## src/rtl/capp_controller_if.sv

```systemverilog
// Command/response bus between a host and the CAPP controller.
// Handshake rule for both channels: a transfer happens on a rising CLK edge
// where valid and ready are both high. Once valid is raised, the sender holds
// valid and its payload unchanged until that edge. Ready may change freely.
interface capp_controller_if;
   logic        cmd_valid;
   logic        cmd_ready;
   logic [2:0]  cmd_op;
   logic [31:0] cmd_data;
   logic [31:0] cmd_mask;
   logic        rsp_valid;
   logic        rsp_ready;
   logic [31:0] rsp_data;
   logic        rsp_hit;
   logic [6:0]  rsp_index;
   logic [6:0]  rsp_count;

   modport master (
      output cmd_valid, cmd_op, cmd_data, cmd_mask, rsp_ready,
      input  cmd_ready, rsp_valid, rsp_data, rsp_hit, rsp_index, rsp_count
   );

   modport slave (
      input  cmd_valid, cmd_op, cmd_data, cmd_mask, rsp_ready,
      output cmd_ready, rsp_valid, rsp_data, rsp_hit, rsp_index, rsp_count
   );
endinterface

```

## src/rtl/capp_controller.sv

```systemverilog
// Controller for a 100-word x 32-bit content-addressable parallel processor.
// One command at a time: accept, drive the cell array for one cycle, update
// the tag register, summarise the tags and hold a response until taken.
module capp_controller (
   input  logic                    CLK,
   input  logic                    RST,
   capp_controller_if.slave        bus,
   output logic [63:0]             mismatch_lines,
   output logic [63:0]             write_lines,
   output logic [99:0]             tags,
   input  logic [99:0]             match_lines,
   input  logic [31:0]             read_lines,
   output logic [2:0]              state_o
);

   localparam logic [2:0] OP_TAG_ALL      = 3'd0;
   localparam logic [2:0] OP_SEARCH       = 3'd1;
   localparam logic [2:0] OP_SEARCH_AND   = 3'd2;
   localparam logic [2:0] OP_SELECT_FIRST = 3'd3;
   localparam logic [2:0] OP_WRITE        = 3'd4;
   localparam logic [2:0] OP_READ         = 3'd5;

   typedef enum logic [2:0] {
      S_IDLE   = 3'd0,
      S_EXEC   = 3'd1,
      S_SETTLE = 3'd2,
      S_EVAL   = 3'd3,
      S_RESP   = 3'd4
   } state_t;

   state_t      state_q;
   logic [2:0]  op_q;
   logic [63:0] mismatch_lines_q;
   logic [63:0] write_lines_q;
   logic [99:0] tags_q;
   logic        rsp_valid_q;
   logic [31:0] rsp_data_q;
   logic        rsp_hit_q;
   logic [6:0]  rsp_index_q;
   logic [6:0]  rsp_count_q;

   logic [6:0]  tag_count;
   logic [6:0]  tag_index;
   logic        tag_found;

   // Dual-rail encoding of key bits: pair j is {~d, d} when enabled, 00 when
   // masked. The two rails of a pair are complementary, so 11 cannot occur.
   function automatic logic [63:0] encode_lines(input logic [31:0] d,
                                                input logic [31:0] m);
      logic [63:0] l;
      l = '0;
      for (int j = 0; j < 32; j++) begin
         l[2*j]   = d[j] & m[j];
         l[2*j+1] = ~d[j] & m[j];
      end
      return l;
   endfunction

   // Tag summary: number of tagged words and the lowest tagged index.
   always_comb begin
      tag_count = '0;
      tag_index = '0;
      tag_found = 1'b0;
      for (int i = 0; i < 100; i++) begin
         tag_count = tag_count + 7'(tags_q[i]);
         if (tags_q[i] && !tag_found) begin
            tag_index = 7'(i);
            tag_found = 1'b1;
         end
      end
   end

   // Command sequencer with all outputs registered; reset aborts any command.
   always_ff @(posedge CLK or posedge RST) begin
      if (RST) begin
         state_q          <= S_IDLE;
         op_q             <= '0;
         mismatch_lines_q <= '0;
         write_lines_q    <= '0;
         tags_q           <= '0;
         rsp_valid_q      <= 1'b0;
         rsp_data_q       <= '0;
         rsp_hit_q        <= 1'b0;
         rsp_index_q      <= '0;
         rsp_count_q      <= '0;
      end else begin
         case (state_q)
            S_IDLE: begin
               if (bus.cmd_valid) begin
                  op_q    <= bus.cmd_op;
                  state_q <= S_EXEC;
                  if (bus.cmd_op == OP_SEARCH || bus.cmd_op == OP_SEARCH_AND)
                     mismatch_lines_q <= encode_lines(bus.cmd_data, bus.cmd_mask);
                  if (bus.cmd_op == OP_WRITE)
                     write_lines_q <= encode_lines(bus.cmd_data, bus.cmd_mask);
               end
            end
            S_EXEC: begin
               mismatch_lines_q <= '0;
               write_lines_q    <= '0;
               rsp_data_q       <= '0;
               case (op_q)
                  OP_TAG_ALL:      tags_q     <= '1;
                  OP_SEARCH:       tags_q     <= ~match_lines;
                  OP_SEARCH_AND:   tags_q     <= tags_q & ~match_lines;
                  OP_SELECT_FIRST: tags_q     <= tags_q & (~tags_q + 100'd1);
                  OP_READ:         rsp_data_q <= read_lines;
                  default: ;
               endcase
               // The cell store commits writes two edges after the drive.
               state_q <= (op_q == OP_WRITE) ? S_SETTLE : S_EVAL;
            end
            S_SETTLE: begin
               state_q <= S_EVAL;
            end
            S_EVAL: begin
               rsp_hit_q   <= |tags_q;
               rsp_count_q <= tag_count;
               rsp_index_q <= tag_index;
               rsp_valid_q <= 1'b1;
               state_q     <= S_RESP;
            end
            S_RESP: begin
               if (bus.rsp_ready) begin
                  rsp_valid_q <= 1'b0;
                  state_q     <= S_IDLE;
               end
            end
            default: state_q <= S_IDLE;
         endcase
      end
   end

   // Ready is gated by RST directly so it drops the instant reset is applied
   // and rises on the first cycle after release.
   assign bus.cmd_ready  = (state_q == S_IDLE) && !RST;
   assign bus.rsp_valid  = rsp_valid_q;
   assign bus.rsp_data   = rsp_data_q;
   assign bus.rsp_hit    = rsp_hit_q;
   assign bus.rsp_index  = rsp_index_q;
   assign bus.rsp_count  = rsp_count_q;
   assign mismatch_lines = mismatch_lines_q;
   assign write_lines    = write_lines_q;
   assign tags           = tags_q;
   assign state_o        = state_q;

endmodule

```

## src/flat_wrapper.sv

```systemverilog
// flat-port wrapper written by rule: the top's interface ports become plain ports
module capp_controller_flat 
  (CLK, RST, mismatch_lines, write_lines, tags, match_lines, read_lines, state_o, bus_cmd_valid, bus_cmd_op, bus_cmd_data, bus_cmd_mask, bus_rsp_ready, bus_cmd_ready, bus_rsp_valid, bus_rsp_data, bus_rsp_hit, bus_rsp_index, bus_rsp_count);
  capp_controller_if bus_i ();
  input  logic CLK;
  input  logic RST;
  output logic [63:0] mismatch_lines;
  output logic [63:0] write_lines;
  output logic [99:0] tags;
  input  logic [99:0] match_lines;
  input  logic [31:0] read_lines;
  output logic [2:0] state_o;
  input wire logic [$bits(bus_i.cmd_valid)-1:0] bus_cmd_valid;
  input wire logic [$bits(bus_i.cmd_op)-1:0] bus_cmd_op;
  input wire logic [$bits(bus_i.cmd_data)-1:0] bus_cmd_data;
  input wire logic [$bits(bus_i.cmd_mask)-1:0] bus_cmd_mask;
  input wire logic [$bits(bus_i.rsp_ready)-1:0] bus_rsp_ready;
  output wire logic [$bits(bus_i.cmd_ready)-1:0] bus_cmd_ready;
  output wire logic [$bits(bus_i.rsp_valid)-1:0] bus_rsp_valid;
  output wire logic [$bits(bus_i.rsp_data)-1:0] bus_rsp_data;
  output wire logic [$bits(bus_i.rsp_hit)-1:0] bus_rsp_hit;
  output wire logic [$bits(bus_i.rsp_index)-1:0] bus_rsp_index;
  output wire logic [$bits(bus_i.rsp_count)-1:0] bus_rsp_count;
  assign bus_i.cmd_valid = bus_cmd_valid;
  assign bus_i.cmd_op = bus_cmd_op;
  assign bus_i.cmd_data = bus_cmd_data;
  assign bus_i.cmd_mask = bus_cmd_mask;
  assign bus_i.rsp_ready = bus_rsp_ready;
  assign bus_cmd_ready = bus_i.cmd_ready;
  assign bus_rsp_valid = bus_i.rsp_valid;
  assign bus_rsp_data = bus_i.rsp_data;
  assign bus_rsp_hit = bus_i.rsp_hit;
  assign bus_rsp_index = bus_i.rsp_index;
  assign bus_rsp_count = bus_i.rsp_count;
  capp_controller u_core (.CLK(CLK), .RST(RST), .bus(bus_i), .mismatch_lines(mismatch_lines), .write_lines(write_lines), .tags(tags), .match_lines(match_lines), .read_lines(read_lines), .state_o(state_o));
endmodule
```

## config.mk

```make
export PLATFORM = sky130hd
export DESIGN_NAME = capp_controller_flat
export DESIGN_NICKNAME = d
export VERILOG_FILES = /design/src/rtl/capp_controller_if.sv /design/src/rtl/capp_controller.sv /design/src/flat_wrapper.sv
export SDC_FILE = /design/constraint.sdc
export NUM_CORES = 1
export LEC_CHECK = 0
export BUFFER_PORTS_ARGS = -buffer_cell sky130_fd_sc_hd__buf_4
export CORE_AREA = 2 2 189 191
export DETAILED_ROUTE_END_ITERATION = 8
export DIE_AREA = 0 0 191 193
export GPL_TIMING_DRIVEN = 0
export PLACE_DENSITY_LB_ADDON = 0.25
export SLEW_MARGIN = 20
export SYNTH_ARGS = -nofsm -noshare
export SYNTH_HDL_FRONTEND = slang
export SYNTH_SLANG_ARGS = --single-unit
export TNS_END_PERCENT = 10
```

## constraint.sdc

```tcl
create_clock -name CLK -period 12.6 [get_ports CLK]
set_clock_uncertainty 0.2 [all_clocks]
set_input_delay 1.26 -clock CLK [delete_from_list [all_inputs] [get_ports CLK]]
set_output_delay 1.26 -clock CLK [all_outputs]
set_load 0.03 [all_outputs]
```

==> flow_summary_export.csv, run 1 <==
group,metric,value,unit
route,routed_wl,80930,um
timing,tns,0,ns
yosys,yosys_warnings,0,
timing,max_slew_margin,13.78,%
route,postRouteAntennaNets,0,
yosys,syn_area_per_cell,8.742,um^2
worst_setup_path,crit_fanout,7,
worst_setup_path,arrival,8.03,ns
timing,max_freq,129.0,MHz
global_route,antenna_found_initial,1,
worst_setup_path,required,12.88,ns
clocking,cts_hold_buf,0,
worst_setup_path,slowest_delay,0.58,ns
timing,hold_violations,0,
cells_and_area,fill_cells,2890,
global_route,grt_pass1_wl,116300,um
yosys,ys_top_cells_by_area,"dfrtp_1 40%, fa_1 10%, o21ai_0 8.1%, nand2_1 5.7%, inv_1 3.1%",
timing,min_period,7.753,ns
yosys,yosysSeqAreaShare,40.28,%
yosys,synth_edf_count,0,
placement,gp_congestion,1.022,
route,wire_per_inst,26.91,um
cells_and_area,drive_gt1_share,22.33,%
timing,maxSlewViolCount,0,
route,drtIter0Drc,2213,
route,dr.pass1.iters,6,
clocking,cts_setup_buffers,0,
global_route,grt_usage,42.58,%
placement,portBuffers,482,
floorplanning,start_util,50.10,%
yosys,synth-main-ff-cell,"dfrtp_1",
route,drc,0,
clocking,cts_tree,"done",
yosys,synth_seq_cells,282,
clocking,clk_pin_slew,0.06,ns
clocking,cts_resized,0,
global_route,grtUsageMet2,67.91,%
yosys,syn-cell-area,17520,um^2
global_route,grt_overflow_total,0,
global_route,busiest_layer,"met2",
worst_setup_path,r2r_setup_slack,4.85,ns
worst_setup_path,cp_slowest_cell,"fa_1",
timing,worst_pin_slew,1.293,ns
clocking,cts_max_path_buffers,3,
global_route,use_met3,10.53,%
cells_and_area,synthToLayoutAreaGrowth,30.88,%
worst_setup_path,critical_path_buf_inv_count,5,
floorplanning,die_h,193,um
timing,setup_violations,0,
worst_setup_path,crit_path_cell_trace,"inv_1 > ha_1 > inv_1 > fa_1 > inv_1 > fa_1 > fa_1 > fa_1 > fa_1 > fa_1 > fa_1 > fa_1 > inv_1 > fa_1 > inv_1 > fa_1 > fa_1 > a21oi_1 > o21bai_1 > a21o_1 > a21oi_1 > xor2_1 > o21ai_0",
floorplanning,die_x,191,um
floorplanning,io_pins,483,
flow_run,drv_cap,0,
timing,whs,0.2829,ns
clocking,root_buffer,"clkbuf_16",
timing,setup_ws,4.847,ns
global_route,grt_max_degree,85,
worst_setup_path,crit_path_end_kind,"flop",
yosys,postSynthCellCount,2004,
clocking,h-tree-depth,1,
hold_path,hold_class,"flop to flop",
floorplanning,rows,69,
floorplanning,core_region_area,34960,um^2
yosys,synth-async-reset-ratio,100.0,%
floorplanning,die_area,36860,um^2
route,via_per_inst,6.408,
clocking,cts_sinks,282,
cells_and_area,fin_nets,2837,
route,route.vias.total,19270,
global_route,grt_pass1_vias,18540,
timing,timing.final.crit_share,61.53,%
worst_setup_path,critPathKind,"flop to flop",
timing,rsz0062_at_grt,"no",
placement,dpl_worst_slack,4.850,ns
worst_setup_path,crit_family,"adder cells",
global_route,grtUsageMet1,52.24,%
placement,dpl.hpwl,62110,um
worst_setup_path,start_kind,"flop",
yosys,synth_nets,2319,
clocking,numCtsBuffers,31,
clocking,clk_latency,0.61,ns
yosys,yosysUniqueCellTypes,75,
yosys,synth_top_cell_by_area,"dfrtp_1",
run_status,status,"completed",
yosys,synth.top_cell.area_share,40.28,%
worst_setup_path,crit_top_cell,"fa_1",
[cell usage in the layout (no fill, tap or decap), types with 9 or more instances in the layout]
cell type | Yosys | routed
buf_4 | 0 | 482
o21ai_0 | 283 | 283
dfrtp_1 | 282 | 282
nand2_1 | 265 | 265
inv_1 | 147 | 146
nor2_1 | 140 | 140
clkbuf_1 | 114 | 119
a21oi_1 | 109 | 109
fa_1 | 88 | 88
nand3_1 | 78 | 78
nor3_1 | 41 | 41
a22o_1 | 40 | 40
a21o_1 | 37 | 37
nand3b_1 | 35 | 35
nor4_1 | 33 | 31
clkbuf_16 | 0 | 31
o211ai_1 | 30 | 30
ha_1 | 24 | 24
a31oi_1 | 23 | 23
o22ai_1 | 16 | 16
o221ai_1 | 16 | 16
or3_1 | 15 | 15
nand4_1 | 12 | 12
o31ai_1 | 11 | 11
o21bai_1 | 9 | 9
[logic make-up (layout without fill, tap and decap cells)]
kind of cell    after synthesis  in the layout  share of synthesized area, %
simple gates                675            675                         18.50
compound gates              652            652                         23.03
flops                       282            282                         40.28
buf+inv                     274            814                         5.942
fa+ha+maj                   113            113                         11.83
xor+xnor                      7              7                        0.3500
mux                           1              1                       0.06428
other cells                   0              2                             0
[worst reg2reg max path, delay by kind of cell, from the launching register on]
kind,cells,cell delay [ns]
flip-flops,1,0.53
AO/OA/AOI/OAI,5,0.74
buffers and inverters,5,0.34
XOR/XNOR,1,0.17
adder cells (fa/ha/maj),12,5.62
[flip-flops by register name (all words and copies together) (netlist names)]
register / count
u_core.bus.rsp_count: 7
u_core.bus.rsp_data: 32
u_core.bus.rsp_hit: 1
u_core.bus.rsp_index: 7
u_core.bus.rsp_valid: 1
u_core.mismatch_lines: 64
u_core.op_q: 3
u_core.state_o: 3
u_core.tags: 100
u_core.write_lines: 64
[per-layer routing]
| metal | up-vias | share of wire (%) |
|---|---|---|
| met4 | 0 | 7.4 |
| met5 | - | 0 |
| met2 | 1398 | 45 |
| li1 | 8174 | - |
| met3 | 334 | 12 |
| met1 | 9364 | 35 |
[Yosys cell counts, types with 5 or more instances]
master / instances
o2111ai_1: 5
nand3_1: 78
a211oi_1: 7
and3_1: 7
or2_2: 7
a31oi_1: 23
a2111oi_0: 6
nand4_1: 12
buf_1: 8
o211ai_1: 30
a21o_1: 37
o31ai_1: 11
o21a_1: 6
o21ai_0: 283
o41ai_1: 8
inv_1: 147
a22o_1: 40
o221ai_1: 16
o22ai_1: 16
nand2_1: 265
ha_1: 24
dfrtp_1: 282
clkbuf_1: 114
or3_1: 15
nor2_1: 140
nor3_1: 41
o32ai_1: 8
nand2b_1: 5
o21bai_1: 9
nand3b_1: 35
fa_1: 88
a21oi_1: 109
nor4_1: 33
xnor2_1: 5
a221oi_1: 6
or4_1: 8
[path summary, 6_finish.rpt]
kind,startpoint,end,depth (start not counted)
worst max-delay path,u_core.tags[0],u_core.bus.rsp_count[6],23
worst min-delay path,u_core.mismatch_lines[8],u_core.mismatch_lines[8],2
worst max register to register,u_core.tags[0],u_core.bus.rsp_count[6],23
worst min register to register,u_core.mismatch_lines[8],u_core.mismatch_lines[8],2
max in group asynchronous,RST,u_core.tags[65],4
min in group asynchronous,RST,u_core.bus.rsp_count[6],2
[per-stage QoR]
step,util (%),std cells,instance area (um^2)
5_1_grt,65.56,3006,22920
6_report,65.57,3007,22930
3_5_place_dp,62.39,2950,21820
2_1_floorplan,-,2004,17520
4_1_cts,65.56,3005,22920
3_3_place_gp,62.10,2947,21710
[cell type report]
cell class                 count  area (um^2)  share of cell area [%]
inverter                     147        559.3                   2.439
timing repair buffer         485         3701                   16.14
multi-input combinational   1448         9433                   41.14
sequential                   282         7057                   30.78
tap                          461        576.8                   2.516
buffer                       127        489.2                   2.134
antenna                        2        5.005                 0.02183
clock inverter                14        242.7                   1.059
clock buffer                  41        863.3                   3.766
Power of run 1 is not shown: default switching activity piles up to over one toggle a cycle in this logic, so the estimate is an artifact.
==> inputs of run 2 (changes only) <==
==> constraint.sdc (replaced) <==
create_clock -name CLK -period 8 [get_ports CLK]
set_clock_uncertainty 0.2 [all_clocks]
set_input_delay 0.8 -clock CLK [delete_from_list [all_inputs] [get_ports CLK]]
set_output_delay 0.8 -clock CLK [all_outputs]
set_load 0.03 [all_outputs]
==> run 2 against run 1 <==
Against the previous run: fmax is 0.99% higher; worst hold slack worse by 0.20 ns; clock-buffer cell count is 1 higher; via count is 1.1% lower; register-to-register slack worse by 4.5 ns; critical path depth stayed put; non-clock buffer count is 7 higher; utilization is 0.31 points higher; critical path type unchanged; critical endpoint unchanged; largest cell class unchanged; highest routed layer is now met5.
==> flow_summary_export.csv, run 2 (synthesized netlist as in run 1, its figures left out) <==
group,metric,value,unit
clocking,clk_latency,0.60,ns
floorplanning,die_area,36860,um^2
cells_and_area,fin_nets,2844,
route,postRouteAntennaNets,0,
cells_and_area,synthToLayoutAreaGrowth,31.49,%
cells_and_area,largest_register_ffs,100,
cells_and_area,layout_commonest_cell,"buf_4",
floorplanning,die_x,191,um
worst_setup_path,arrival,7.94,ns
clocking,cts_hold_buf,0,
timing,max_slew_margin,21.36,%
clocking,numCtsBuffers,31,
clocking,cts_tree,"done",
timing,max_freq,130.3,MHz
global_route,grt_usage,42.26,%
clocking,h-tree-depth,1,
worst_setup_path,crit_top_cell,"fa_1",
timing,worst_pin_slew,1.180,ns
global_route,grt_pass1_vias,18440,
worst_setup_path,crit_fanout,7,
clocking,cts_max_path_buffers,3,
floorplanning,die_h,193,um
clocking,cts_setup_buffers,0,
floorplanning,io_pins,483,
hold_path,hold_class,"primary input to asynchronous set/reset pin",
worst_setup_path,slowest_delay,0.58,ns
floorplanning,start_util,50.10,%
route,route.vias.total,19060,
cells_and_area,final_cell_mix,"482 x buf_4, 283 x o21ai_0, 282 x dfrtp_1",
flow_run,drv_cap,0,
global_route,grt_pass1_wl,115600,um
route,dr.pass1.iters,6,
cells_and_area,utilization,65.88,%
placement,dpl.hpwl,62350,um
timing,min_period,7.677,ns
worst_setup_path,cp_slowest_cell,"fa_1",
floorplanning,rows,69,
timing,setup_violations,0,
timing,rsz0062_at_grt,"no",
timing,hold_violations,0,
route,drtIter0Drc,2218,
cells_and_area,drive_gt1_share,22.64,%
placement,portBuffers,482,
worst_setup_path,required,8.26,ns
worst_setup_path,critPathKind,"flop to flop",
global_route,antenna_found_initial,2,
clocking,cts_sinks,282,
clocking,root_buffer,"clkbuf_16",
global_route,grt_overflow_total,0,
timing,tns,0,ns
run_status,status,"completed",
route,routed_wl,79980,um
placement,gp_congestion,1.023,
timing,timing.final.crit_share,95.96,%
route,via_per_inst,6.321,
route,wire_per_inst,26.53,um
worst_setup_path,crit_family,"adder cells",
worst_setup_path,crit_path_end_kind,"flop",
worst_setup_path,critical_path_buf_inv_count,5,
clocking,clk_pin_slew,0.08,ns
clocking,cts_resized,0,
worst_setup_path,crit_path_cell_trace,"inv_1 > ha_1 > inv_1 > fa_1 > inv_1 > fa_1 > fa_1 > fa_1 > fa_1 > fa_1 > fa_1 > fa_1 > inv_1 > fa_1 > inv_1 > fa_1 > fa_1 > a21oi_1 > o21bai_1 > a21o_1 > a21oi_1 > xor2_1 > o21ai_0",
floorplanning,core_region_area,34960,um^2
global_route,grt_max_degree,36,
worst_setup_path,start_kind,"flop",
timing,maxSlewViolCount,0,
route,drc,0,
[run 2: cell count changes in the layout (fill, tap and decap cells not counted), moves of 2 or more]
cell and delta:
inv_6 +2, clkinvlp_4 +5, bufinv_16 -2, clkbuf_8 +2
buf_12 +8, clkinv_2 -2
[run 2: worst reg2reg max path: cells and delay by family, from the launching register on]
kind	cells	cell delay [ns]
DFF	1	0.52
AOI/OAI and AO/OA	5	0.68
buffers and inverters	5	0.35
xor gates and xnor gates	1	0.15
adders and majority gates	12	5.64
[run 2: metal layers]
layer | track usage, % | share of wire [%]
met5 | 0 | 0.014
met4 | 25.64 | 7.0
met3 | 10.15 | 12
met2 | 67.47 | 45
met1 | 52.24 | 35
[run 2: metrics by stage]
stage | hold slack [ns] | cells | instance area (um^2) | worst slack, ns
6_report | 0.08284 | 3015 | 23030 | 0.3230
5_1_grt | 0.1115 | 3015 | 23030 | 0.01616
4_1_cts | 0.08926 | 3014 | 23030 | 0.3149
3_5_place_dp | 0.2719 | 2957 | 21940 | 0.3457
3_3_place_gp | 0.2628 | 2947 | 21720 | 0.3832
2_1_floorplan | 0.4328 | 2004 | 17520 | 0.5984
[run 2: cell type report]
| type | instances | area [um^2] |
|---|---|---|
| clock buffer | 42 | 887.1 |
| sequential | 282 | 7057 |
| timing repair buffer | 492 | 3834 |
| clock inverter | 15 | 200.2 |
| tap | 461 | 576.8 |
| inverter | 147 | 555.5 |
| fill | 2982 | 11930 |
| buffer | 127 | 489.2 |
| multi-input combinational | 1448 | 9433 |
| antenna | 1 | 2.502 |
[run 2: worst paths after layout]
path / slack [ns] / endpoint / depth (start not counted) / from
worst min-delay path: 0.08 / u_core.tags[1] / 2 / RST
worst max register to register: 0.32 / u_core.bus.rsp_count[6] / 23 / u_core.tags[0]
worst max-delay path: 0.32 / u_core.bus.rsp_count[6] / 23 / u_core.tags[0]
worst min register to register: 0.28 / u_core.mismatch_lines[8] / 2 / u_core.mismatch_lines[8]
min in group CLK: 0.22 / u_core.bus.rsp_data[7] / 2 / read_lines[7]
max in group asynchronous: 6.55 / u_core.bus.rsp_data[10] / 5 / RST
Power of run 2 is left out for the same reason.
